--- src/rtl/lwc_pre_processor.sv ---
// LWC API front end for SpoC-64: strips PDI/SDI instruction and segment headers
// and forwards payload words onto the controller's bdi and key handshakes.
module lwc_pre_processor (
  input  logic        clk,
  input  logic        rst,
  input  logic [31:0] pdi_data,
  input  logic        pdi_valid,
  output logic        pdi_ready,
  input  logic [31:0] sdi_data,
  input  logic        sdi_valid,
  output logic        sdi_ready,
  output logic [31:0] key,
  output logic        key_valid,
  input  logic        key_ready,
  output logic        key_update,
  output logic [31:0] bdi,
  output logic        bdi_valid,
  input  logic        bdi_ready,
  output logic [3:0]  bdi_type,
  output logic        bdi_eot,
  output logic        bdi_eoi,
  output logic [2:0]  bdi_size,
  output logic [3:0]  bdi_valid_bytes,
  output logic        decrypt
);

  localparam logic [3:0] OP_ACTKEY = 4'b0111;
  localparam logic [3:0] OP_ENC    = 4'b0010;
  localparam logic [3:0] OP_DEC    = 4'b0011;
  localparam logic [3:0] T_NPUB    = 4'b1101;
  localparam logic [3:0] T_TAG     = 4'b1000;

  typedef enum logic [3:0] {
    IDLE, SDI_HDR, SDI_KEY, NPUB_HDR, NPUB, DATA_HDR, DATA, TAG_HDR, TAG
  } state_t;

  state_t      r_state;
  logic        r_key_update;
  logic        r_decrypt;
  logic        r_eoi;
  logic [1:0]  r_cnt;
  logic [15:0] r_len;
  logic [3:0]  r_type;

  logic        w_last;
  logic        w_bdi_en;
  logic [2:0]  w_size;
  logic        w_pdi_hs;
  logic        w_sdi_hs;
  state_t      w_after_eoi;

  function automatic logic [3:0] size_to_mask(input logic [2:0] size);
    case (size)
      3'd4:    return 4'b1111;
      3'd3:    return 4'b1110;
      3'd2:    return 4'b1100;
      3'd1:    return 4'b1000;
      default: return 4'b0000;
    endcase
  endfunction

  function automatic logic [31:0] mask_to_bits(input logic [3:0] m);
    return {{8{m[3]}}, {8{m[2]}}, {8{m[1]}}, {8{m[0]}}};
  endfunction

  function automatic logic [15:0] sat_dec4(input logic [15:0] len);
    return (len > 16'd4) ? (len - 16'd4) : 16'd0;
  endfunction

  assign w_last      = (r_len <= 16'd4);
  assign w_after_eoi = r_decrypt ? TAG_HDR : IDLE;
  assign w_pdi_hs    = pdi_valid & pdi_ready;
  assign w_sdi_hs    = sdi_valid & sdi_ready;
  assign key         = sdi_data;
  assign key_update  = r_key_update;
  assign decrypt     = r_decrypt;

  always_comb begin
    pdi_ready = 1'b0;
    sdi_ready = 1'b0;
    key_valid = 1'b0;
    bdi_valid = 1'b0;
    bdi_type  = 4'b0000;
    bdi_eot   = 1'b0;
    bdi_eoi   = 1'b0;
    w_size    = 3'd4;
    w_bdi_en  = 1'b0;
    // reset gates every handshake so nothing half-completes on the rst cycle
    if (!rst) begin
      case (r_state)
        IDLE, NPUB_HDR, DATA_HDR, TAG_HDR: pdi_ready = 1'b1;
        SDI_HDR: sdi_ready = 1'b1;
        SDI_KEY: begin
          key_valid = sdi_valid;
          sdi_ready = key_ready;
        end
        NPUB: begin
          w_bdi_en  = 1'b1;
          bdi_type  = T_NPUB;
          bdi_eot   = (r_cnt == 2'd3);
          bdi_eoi   = (r_cnt == 2'd3) & r_eoi;
        end
        DATA: begin
          w_bdi_en  = 1'b1;
          bdi_type  = r_type;
          bdi_eot   = w_last;
          bdi_eoi   = w_last & r_eoi;
          w_size    = w_last ? r_len[2:0] : 3'd4;
        end
        TAG: begin
          w_bdi_en  = 1'b1;
          bdi_type  = T_TAG;
          bdi_eot   = (r_cnt == 2'd1);
          bdi_eoi   = (r_cnt == 2'd1);
        end
        default: ;
      endcase
      if (w_bdi_en) begin
        bdi_valid = pdi_valid;
        pdi_ready = bdi_ready;
      end
    end
  end

  assign bdi_size        = w_size;
  assign bdi_valid_bytes = size_to_mask(w_size);
  assign bdi             = w_bdi_en ? (pdi_data & mask_to_bits(size_to_mask(w_size))) : 32'd0;

  always_ff @(posedge clk) begin
    if (rst) begin
      r_state      <= IDLE;
      r_key_update <= 1'b0;
      r_decrypt    <= 1'b0;
      r_eoi        <= 1'b0;
      r_cnt        <= 2'd0;
      r_len        <= 16'd0;
    end else begin
      case (r_state)
        IDLE: if (w_pdi_hs) begin
          r_cnt <= 2'd0;
          if (pdi_data[31:28] == OP_ACTKEY) begin
            r_key_update <= 1'b1;
            r_state      <= SDI_HDR;
          end else if (pdi_data[31:28] == OP_ENC || pdi_data[31:28] == OP_DEC) begin
            r_decrypt <= (pdi_data[31:28] == OP_DEC);
            r_state   <= NPUB_HDR;
          end
        end
        // LDKEY instruction followed by the key segment header
        SDI_HDR: if (w_sdi_hs) begin
          r_cnt <= r_cnt + 2'd1;
          if (r_cnt == 2'd1) begin
            r_cnt   <= 2'd0;
            r_state <= SDI_KEY;
          end
        end
        SDI_KEY: if (w_sdi_hs) begin
          r_cnt <= r_cnt + 2'd1;
          if (r_cnt == 2'd3) begin
            r_key_update <= 1'b0;
            r_state      <= IDLE;
          end
        end
        NPUB_HDR: if (w_pdi_hs) begin
          r_eoi   <= pdi_data[26];
          r_cnt   <= 2'd0;
          r_state <= NPUB;
        end
        NPUB: if (w_pdi_hs) begin
          r_cnt <= r_cnt + 2'd1;
          if (r_cnt == 2'd3) r_state <= r_eoi ? w_after_eoi : DATA_HDR;
        end
        DATA_HDR: if (w_pdi_hs) begin
          r_type <= pdi_data[31:28];
          r_eoi  <= pdi_data[26];
          r_len  <= pdi_data[15:0];
          if (pdi_data[15:0] == 16'd0) begin
            if (pdi_data[26]) r_state <= w_after_eoi;
          end else begin
            r_state <= DATA;
          end
        end
        DATA: if (w_pdi_hs) begin
          r_len <= sat_dec4(r_len);
          if (w_last) r_state <= r_eoi ? w_after_eoi : DATA_HDR;
        end
        TAG_HDR: if (w_pdi_hs) begin
          r_cnt   <= 2'd0;
          r_state <= TAG;
        end
        TAG: if (w_pdi_hs) begin
          r_cnt <= r_cnt + 2'd1;
          if (r_cnt == 2'd1) begin
            r_cnt   <= 2'd0;
            r_state <= IDLE;
          end
        end
        default: r_state <= IDLE;
      endcase
    end
  end

endmodule

--- config.mk ---
export PLATFORM = sky130hd
export DESIGN_NAME = lwc_pre_processor
export DESIGN_NICKNAME = d
export VERILOG_FILES = /design/src/rtl/lwc_pre_processor.sv
export SDC_FILE = /design/constraint.sdc
export NUM_CORES = 1
export LEC_CHECK = 0
export ABC_AREA = 1
export CELL_PAD_IN_SITES_DETAIL_PLACEMENT = 0
export CELL_PAD_IN_SITES_GLOBAL_PLACEMENT = 1
export CORE_MARGIN = 1
export CORE_UTILIZATION = 25
export DETAILED_ROUTE_END_ITERATION = 12
export PLACE_DENSITY_LB_ADDON = 0.1
export SETUP_SLACK_MARGIN = 0.15
export SYNTH_ARGS = -nofsm -noshare
export SYNTH_HDL_FRONTEND = slang
export SYNTH_SLANG_ARGS = --single-unit
--- constraint.sdc ---
create_clock -name clk -period 2.8 [get_ports clk]
set_clock_uncertainty 0.05 [all_clocks]
set_input_delay 0.42 -clock clk [delete_from_list [all_inputs] [get_ports clk]]
set_output_delay 0.42 -clock clk [all_outputs]
set_load 0.02 [all_outputs]
# Yosys cells after proc, flatten, opt, wreduce, memory -nomap -nowiden
# Index checks and enable logic that the tools add are counted.
# word_totals
reg_bits	29
# classes
addsub	2
n_lt_le_gt_ge	2
eq_ne	35
mux	60
bitwise	7
reduce_logical	17
# ops
operator	count
$mux W4	19
$mux W16	3
$pmux W4 S9	1
$and A32 B32 Y32	1
$mux W32	1
$pmux W16 S2	1
$ne A2 B2 Y1 const B	15
$eq A4 B3 Y1 const B	5
$mux W1	17
$eq A4 B2 Y1 const B	4
$gt A16 B3 Y1 const B	1
$le A16 B3 Y1 const B	1
$logic_not A16 Y1	1
$pmux W4 S4	1
$reduce_and A16 Y1	1
$sub A16 B3 Y16 const B	1
$mux W3	5
$mux W2	6
$pmux W4 S3	1
$pmux W2 S5	1
$eq A3 B2 Y1 const B	2
$ne A3 B3 Y1 const B	2
$pmux W1 S3	2
$reduce_and A3 Y1	2
22 further kinds	29

# Longest topological paths before layout
# logic_depth
word_depth	9
mapped_depth	13
depth_no_buf	13

# Worst setup path before layout
# OpenSTA, ideal clock, no wires.
# synth_path
path_kind	register to output
startpoint	reg r_len[2]
endpoint	out bdi[0]
arrival_ps	2099
t_required_ps	2330
slack_ps	231
stages_incl_launch_ff	12
n_path_buf	0
cell_sequence	dfxtp_1 -> inv_2 -> ha_1 -> nand2_1 -> nand2_1 -> nand2_1 -> nor2_1 -> nand2_1 -> inv_2 -> o21ai_2 -> inv_4 -> nor3_1
# synth_between
elab_chain_len	8
elab_cells_between_ends	11
# synth_rtl
element	line	text
start, declared	42	logic [15:0] r_len;
start signal, assigned	176	r_len <= pdi_data[15:0];
start signal, assigned	184	r_len <= sat_dec4(r_len);
$le A16 B3 Y1	70	assign w_last = (r_len <= 16'd4);
$mux W3 (*)	108	w_size = w_last ? r_len[2:0] : 3'd4;
$mux W3 (*)	90	case (r_state)
$mux W3 (*)	89	if (!rst) begin
$eq A3 B1 Y1, or another cell as far along	-	
$pmux W4 S4 (*)	-	
net bdi_valid_bytes[0]	23	output logic [3:0] bdi_valid_bytes,
$and A32 B32 Y32 (*)	127	assign bdi = w_bdi_en ? (pdi_data & mask_to_bits(size_to_mask(w_size))) : 32'd0;
$mux W32 (*)	127	
end, declared	16	output logic [31:0] bdi,
# Mark *: on every way through the listed nets, which the timed path passes. The rest lies on a longest branch.

# Final worst setup path
# layout_path
startpoint	reg r_len[2]
endpoint	out bdi_size[2]
# layout_between
elab_chain_len	4
# layout_rtl
element	line	text
$le A16 B3 Y1	70	
$mux W3 (*)	108	
$mux W3 (*)	90	
$mux W3 (*)	89	
end, declared	22	output logic [2:0] bdi_size,
# Every way passes the cells marked *; elsewhere a longest branch is shown, timed or not.

==> metrics.md <==
| Metric | Value |
|---|---|
| First-pass GRT wire length | 16.28 mm |
| Worst stage delay on the critical path | about 0.62 ns |
| Maxcap violations | 0 |
| Die height | between 100 and 150 um |
| Post-Syn Area | between 2000 and 3000 um^2 |
| Yosys top cell by area | dfxtp_1 |
| Register area share after synthesis | between 20% and 30% |
| CP max stage cell | clkdlybuf4s50_1 |
| Routability Congestion | a little over 0.8 |
| Io pins | between 150 and 200 |
| Grt ovf | 0 |
| Hold Path Class | reg -> reg |
| Core box area | 10460 um^2 |
| Max Slew Vio Count | 0 |
| Cell area after layout | approximately 3800 um^2 |
| HPWL after DPL | 7.772 mm |
| Hold buffers post-CTS | 0 |
| Headroom to the max-slew limit | 74.93% |
| CTS HTree Levels | 2 |
| Largest delay contributor family on the critical path | buffers and inverters |
| Placed cell areas | roughly 3700 um^2 |
| Worst-path maximum fanout | 3 |
| Status | completed |
| CTS Buf Count | 5 |
| Vias in the first global route | about 3100 |
| CP endpoint kind | primary output |
| Buffers & Inverters on Critical Path | 4 |
| Yosys cell types | 39 |
| DRC Markers | 0 |
| Startpoint Class | flip-flop |
| Clock Tree Buf Depth | 2 |
| Fin crit share | 90.48% |
| Rows | 37 |
| Ranking of synthesized cells by area | dfxtp_1 (18%), nand2_1 (11%), nor2_1 (11%), buf_4 (8.8%), inv_1 (7.4%) |
| Post-DRT Antenna Nets | 0 |
| Critical Path AT | between 2 and 2.5 ns |
| Synth Register Bits | 29 |
| Routed WL | about 10 mm |
| Worst-Skew Late Latency | between 0.2 and 0.3 ns |
| Die width | about 110 um |
| Routed length per placed instance | about 15 um |
| PD cells | ~540 nW/um^2 |
| CTS tree | built |
| Worst-path clk slew | approximately 0.080 ns |
| Syn avg cell area | 6.185 um^2 |
| First-pass DRT Iterations | 4 |
| Setup-failing EPs final | 0 |
| Post-Syn Nets | 517 |
| Worst Tran Pin Value | roughly 0.37 ns |
| Place WS | a little under 0.02 ns |
| Starting Density | between 20% and 30% |
| Worst-path cell chain | inv_2, ha_2, nand2_2, nand2_1, nand2_2, nor2_4, nand2_2, inv_2, buf_4, nand2_1, clkdlybuf4s50_1 |
| Routed vias/inst | between 4 and 5 |
| Fmax | slightly below 0.4 GHz |
| Total GRT Usage | a little under a fifth |
| Final hold vios | 0 |
| Crit-path most repeated cell | nand2_2 |
| Die area | about 11000 um^2 |
| Synth warn | 0 |
| Minimum clock period | between 2 and 3 ns |
| Area Overhead vs Synth | 39.31% |
| Diodes inserted | 0 |
| Peak supply drop | ~300 uV |
| Clock sinks | 29 |
| Top cell type's share of synthesized area | between 10% and 20% |
| Vias | between 3000 and 4000 |
| Post-Syn Instances | about 440 |
| Largest net degree at the start of global routing | 20 |
| Unrepaired setup endpoints after global routing | true |
| CP Class | reg -> out |
| Pleak | 1.934 nW |
| Initial DRC Count | about 150 |
| Setup_tns | 0 ns |
| Port Buffers | 88 |
| Nets@finish | roughly 600 |
| Share of cells above drive strength 1 | 23.26% |
| Hold Slack | 0.4093 ns |
| Initial antenna violation count | 0 |
| Fin worst setup slack | approximately 0.27 ns |
| WP data required | around 2.3 ns |
| CTS Root Cell | clkbuf_8 |
==> worst min-delay path, cell delays in order (launching register included) <==
cell and delay, ns:
dfxtp_1 0.31, nand2_1 0.06, a21oi_1 0.05
==> layout make-up <==
type                       count  area (um^2)
inverter                      62        237.7
timing repair buffer         121         1006
sequential                    29        628.1
clock inverter                 1        5.005
fill                        1190         6654
timing repair inverter         1        5.005
clock buffer                   7        96.34
multi-input combinational    312         1660
tap                          136        170.2
==> cells in the mapped netlist, drive strengths merged <==
| cell | count |
|---|---|
| buf | 38 |
| nor3 | 12 |
| or2 | 1 |
| xnor2 | 3 |
| nand3 | 35 |
| a211oi | 1 |
| clkbuf | 4 |
| a31oi | 3 |
| nor3b | 1 |
| nand2 | 89 |
| dfxtp | 25 |
| o21bai | 4 |
| edfxtp | 4 |
| ha | 5 |
| o31ai | 1 |
| nand4 | 4 |
| a21oi | 22 |
| nor2 | 86 |
| o2111ai | 2 |
| a32oi | 1 |
| a22oi | 1 |
| inv | 62 |
| a21o | 1 |
| o21ai | 23 |
| xor2 | 6 |
| o22ai | 8 |
==> what timing repair did <==
action                                 CTS  global route
pin swaps                                1             2
gates resized for setup                 57            93
buffers inserted                         0             4
gates cloned                             1             3
endpoints found under the hold margin    0             0
setup endpoints to repair               43            42
==> worst paths after layout <==
check / from / endpoint / slack (ns) / depth (start not counted)
hold / removal: key_update$_SDFFE_PP0P_ / key_update$_SDFFE_PP0P_ / 0.41 / 2
setup reg to reg: r_state[1]$_SDFFE_PP0P_ / r_len[13]$_SDFFE_PP0P_ / 0.77 / 14
setup / recovery: r_len[2]$_SDFFE_PP0P_ / bdi_size[2] / 0.27 / 11
hold reg to reg: key_update$_SDFFE_PP0P_ / key_update$_SDFFE_PP0P_ / 0.41 / 2
==> power by group <==
group	internal, mW	leakage (nW)	switching (mW)	total (mW)
Combinational	0.427	1.64	0.719	1.15
Sequential	0.458	0.240	0.0393	0.497
Clock	0.222	0.0542	0.185	0.408
==> state kept, by name (all words and copies together) (netlist names) <==
name	flops
r_len	16
r_state	4
r_type	4
decrypt	1
key_update	1
r_eoi	1
r_cnt	2
==> placed cells by master (no fill, tap or decap), types with 3 or more instances in the layout <==
| cell type | Yosys | layout |
|---|---|---|
| a21oi_1 | 21 | 21 |
| a31oi_1 | 3 | 3 |
| buf_2 | 1 | 6 |
| buf_4 | 32 | 35 |
| clkbuf_2 | 0 | 21 |
| clkbuf_8 | 0 | 7 |
| clkdlybuf4s50_1 | 0 | 45 |
| dfxtp_1 | 25 | 21 |
| dfxtp_2 | 0 | 3 |
| dlygate4sd2_1 | 0 | 7 |
| edfxtp_1 | 4 | 4 |
| ha_1 | 5 | 4 |
| inv_1 | 54 | 54 |
| inv_2 | 7 | 7 |
| nand2_1 | 79 | 76 |
| nand2_2 | 10 | 13 |
| nand3_1 | 33 | 33 |
| nand4_1 | 4 | 4 |
| nor2_1 | 78 | 74 |
| nor2_2 | 4 | 6 |
| nor2_4 | 4 | 6 |
| nor3_1 | 12 | 12 |
| o21ai_0 | 15 | 15 |
| o21ai_1 | 5 | 5 |
| o21bai_1 | 4 | 4 |
| o22ai_1 | 8 | 8 |
| xnor2_1 | 3 | 3 |
| xor2_1 | 6 | 6 |
==> through the flow <==
| stage | total power, mW | util [%] | cells |
|---|---|---|---|
| 5_1_grt | 2.245 | 36.40 | 669 |
| 2_1_floorplan | 1.300 | - | 442 |
| 3_5_place_dp | 1.695 | 35.49 | 653 |
| 6_report | 2.051 | 36.40 | 669 |
| 3_3_place_gp | 1.699 | 35.49 | 653 |
| 4_1_cts | 2.079 | 36.27 | 662 |
==> kinds of logic after synthesis <==
family / synth area share, %
compound gates: 15.70
fa+ha+maj: 2.288
xor+xnor: 2.883
flops: 22.70
simple gates: 36.80
buf+inv: 19.63
==> layer usage <==
| layer | up-vias | wire [um] | share of wire, % | global-route usage, % |
|---|---|---|---|---|
| met5 | - | 0 | 0 | 0 |
| met4 | 0 | 101 | 0.99 | 4.403 |
| met3 | 14 | 642 | 6.3 | 3.830 |
| met2 | 97 | 4799 | 47 | 31.57 |
| met1 | 1366 | 4669 | 46 | 23.76 |
| li1 | 1572 | - | - | - |
Power figures use the tool's default switching activity.
==> variant, RTL diff (same flow settings) <==
Encoding of `state_t`: now Gray code (4 bits for 9 states).
--- a/src/rtl/lwc_pre_processor.sv
+++ b/src/rtl/lwc_pre_processor.sv
@@ -32,5 +32,5 @@
 
   typedef enum logic [3:0] {
-    IDLE, SDI_HDR, SDI_KEY, NPUB_HDR, NPUB, DATA_HDR, DATA, TAG_HDR, TAG
+    IDLE = 4'b0000, SDI_HDR = 4'b0001, SDI_KEY = 4'b0011, NPUB_HDR = 4'b0010, NPUB = 4'b0110, DATA_HDR = 4'b0111, DATA = 4'b0101, TAG_HDR = 4'b0100, TAG = 4'b1100
   } state_t;
 
Check against the original RTL: no difference found for any inputs over 10 cycles, from zero or initial values and one cycle with rst high; not proved beyond that.
==> variant against the unedited design <==
  * Total power down 25%
  * Final cell count up 1.3%
  * Synthesized area up 0.55%
  * Sequential cell count unchanged
  * Register-to-register slack worse by 0.10 ns
  * Global-route usage down 1.9 points
  * Combinational power down 39%
  * Wire length down 7.7%
  * Setup slack worse by 0.065 ns
  * Critical path depth down 2
  * Design area down 2.7%
  * Highest routed layer unchanged
==> variant: results (changes against the unedited design) <==
metric,value,unit,change
status,finished clean,,unchanged
Routed Wire Length,9.43,mm,was 10.2 mm
# Max-Cap Violations,0,,unchanged
share of cells above drive strength 1,0.201,,was 0.233
pin count of the biggest net entering global routing,26,,was 20
slowest CP cell,dfxtp_1,,was clkdlybuf4s50_1
peak supply drop,0.288,mV,was 0.295 mV
Post-synth top cells,"103 x nor2_1, 89 x nand2_1, 57 x inv_1",,"was 79 x nand2_1, 78 x nor2_1, 54 x inv_1"
Num CTS Buffers,5,,unchanged
via count,3037,,"was 3,049"
cells on worst reg2reg path,15,,was 14
"Net Count, Synth",533,,was 517
Starting DRT DRC Count,212,,was 151
Worst Path Arrival,2.13,ns,was 2.06 ns
reg2reg start,r_len[3],,was r_state[1]
post-synthesis sequential area ratio,0.226,,was 0.227
total track usage,0.166,,was 0.185
async set-reset flop share out of synthesis,0,,unchanged
Syn Inst Count,458,,was 442
Max Root-Sink Buffers,2,,unchanged
net count reported at finish,616,,was 607
worst hold slack,0.411,ns,was 0.409 ns
post-synth cell types,37,,was 39
diode count,0,,unchanged
"top cells by area, synth","dfxtp_1 18%, nor2_1 14%, nand2_1 12%, buf_4 9.3%, inv_1 7.8%",,"was dfxtp_1 18%, nand2_1 11%, nor2_1 11%, buf_4 8.8%, inv_1 7.4%"
FF-to-FF End,r_state[2],,was r_len[13]
placement-stage cell area,0.00370,sq mm,was 0.00371 sq mm
"Clk Latency, worst-skew pair",0.29,ns,about the same
vias in the first global route,2893,,"was 3,073"
relative slew slack,0.786,,was 0.749
DR pass1 iterations,5,,was 4
first-pass GRT wire length,14.8,mm,was 16.3 mm
Finished Layout Cells,678,,was 669
worst hold start,key_update,,unchanged
number of synthesized flops with an enable pin,4,,unchanged
placed instance count,665,,was 653
Hold Path End,key_update,,unchanged
Crit path largest cell delay,0.41,ns,was 0.62 ns
"setup slack, reg-to-reg",0.67,ns,was 0.77 ns
Final GP Congestion,0.791,,was 0.827
flip-flop cell with the highest count after synthesis,dfxtp_1,,unchanged
DP HPWL,7.37,mm,was 7.77 mm
worst-path fanout max,8,,was 3
leakage power,1.89,nW,was 1.93 nW
## variant: report_power, final
group / leakage [nW] / total, mW / internal [mW] / switching, mW
combinational: 1.60 / 0.706 / 0.275 / 0.430
clock: 0.0450 / 0.354 / 0.172 / 0.182
sequential: 0.240 / 0.487 / 0.451 / 0.0362
## variant: layout make-up
class                   count  area [sq um]
fillers                  1197          6800
multi-input cells         327          1640
repair buffers            117           960
flip-flops and latches     29           624
inverters                  61           231
well taps                 136           170
clock buffers               6          72.6
clock inverters             2          10.0
## variant: repair_timing
item                                    4_1_cts  5_1_grt
gates cloned                                  1        0
pin swaps                                     3        1
gates resized for setup                      71       75
endpoints found under the setup margin       45       42
buffers inserted                              2        2
## variant: stage by stage
step / util / worst slack, ns
6_report: 0.353 / 0.202
4_1_cts: 0.359 / -0.0177
2_1_floorplan: - / 0.304
3_5_place_dp: 0.352 / 0.0355
5_1_grt: 0.353 / 0.0918
3_3_place_gp: 0.352 / 0.0918
## variant: routing by layer
metal / part of all wire / wire [um] / global-route usage
met4: 0.0078 / 74 / 0.0352
met1: 0.52 / 4930 / 0.240
met5: 0 / 0 / 0
met3: 0.063 / 593 / 0.0292
met2: 0.41 / 3830 / 0.255
## variant: how the worst max path moves through the flow
stage / startpoint / to / slack, ns / cells after the start
after floorplan: r_len[2] / bdi[2] / 0.30 / 9
after global placement: rst / bdi[7] / 0.09 / 6
after detailed placement: rst / bdi[6] / 0.04 / 6
after CTS: r_len[9] / bdi[6] / -0.02 / 9
after global routing: r_len[11] / bdi[7] / 0.09 / 10
final: r_state[2] / bdi[7] / 0.20 / 9
## variant: cells by family after synthesis
| kind of cell | synth area share |
|---|---|
| adder cells (fa/ha/maj) | 0.0228 |
| buffers and inverters | 0.193 |
| XOR/XNOR | 0.0351 |
| AND/OR/NAND/NOR | 0.386 |
| AO/OA/AOI/OAI | 0.138 |
| flip-flops | 0.226 |
## variant: worst max-delay path, delay by kind of cell (launching register included)
kind	cells	cell delay, ns
buffers and inverters	4	0.65
DFF	1	0.41
and+or+nand+nor	4	0.66
AOI/OAI and AO/OA	1	0.11
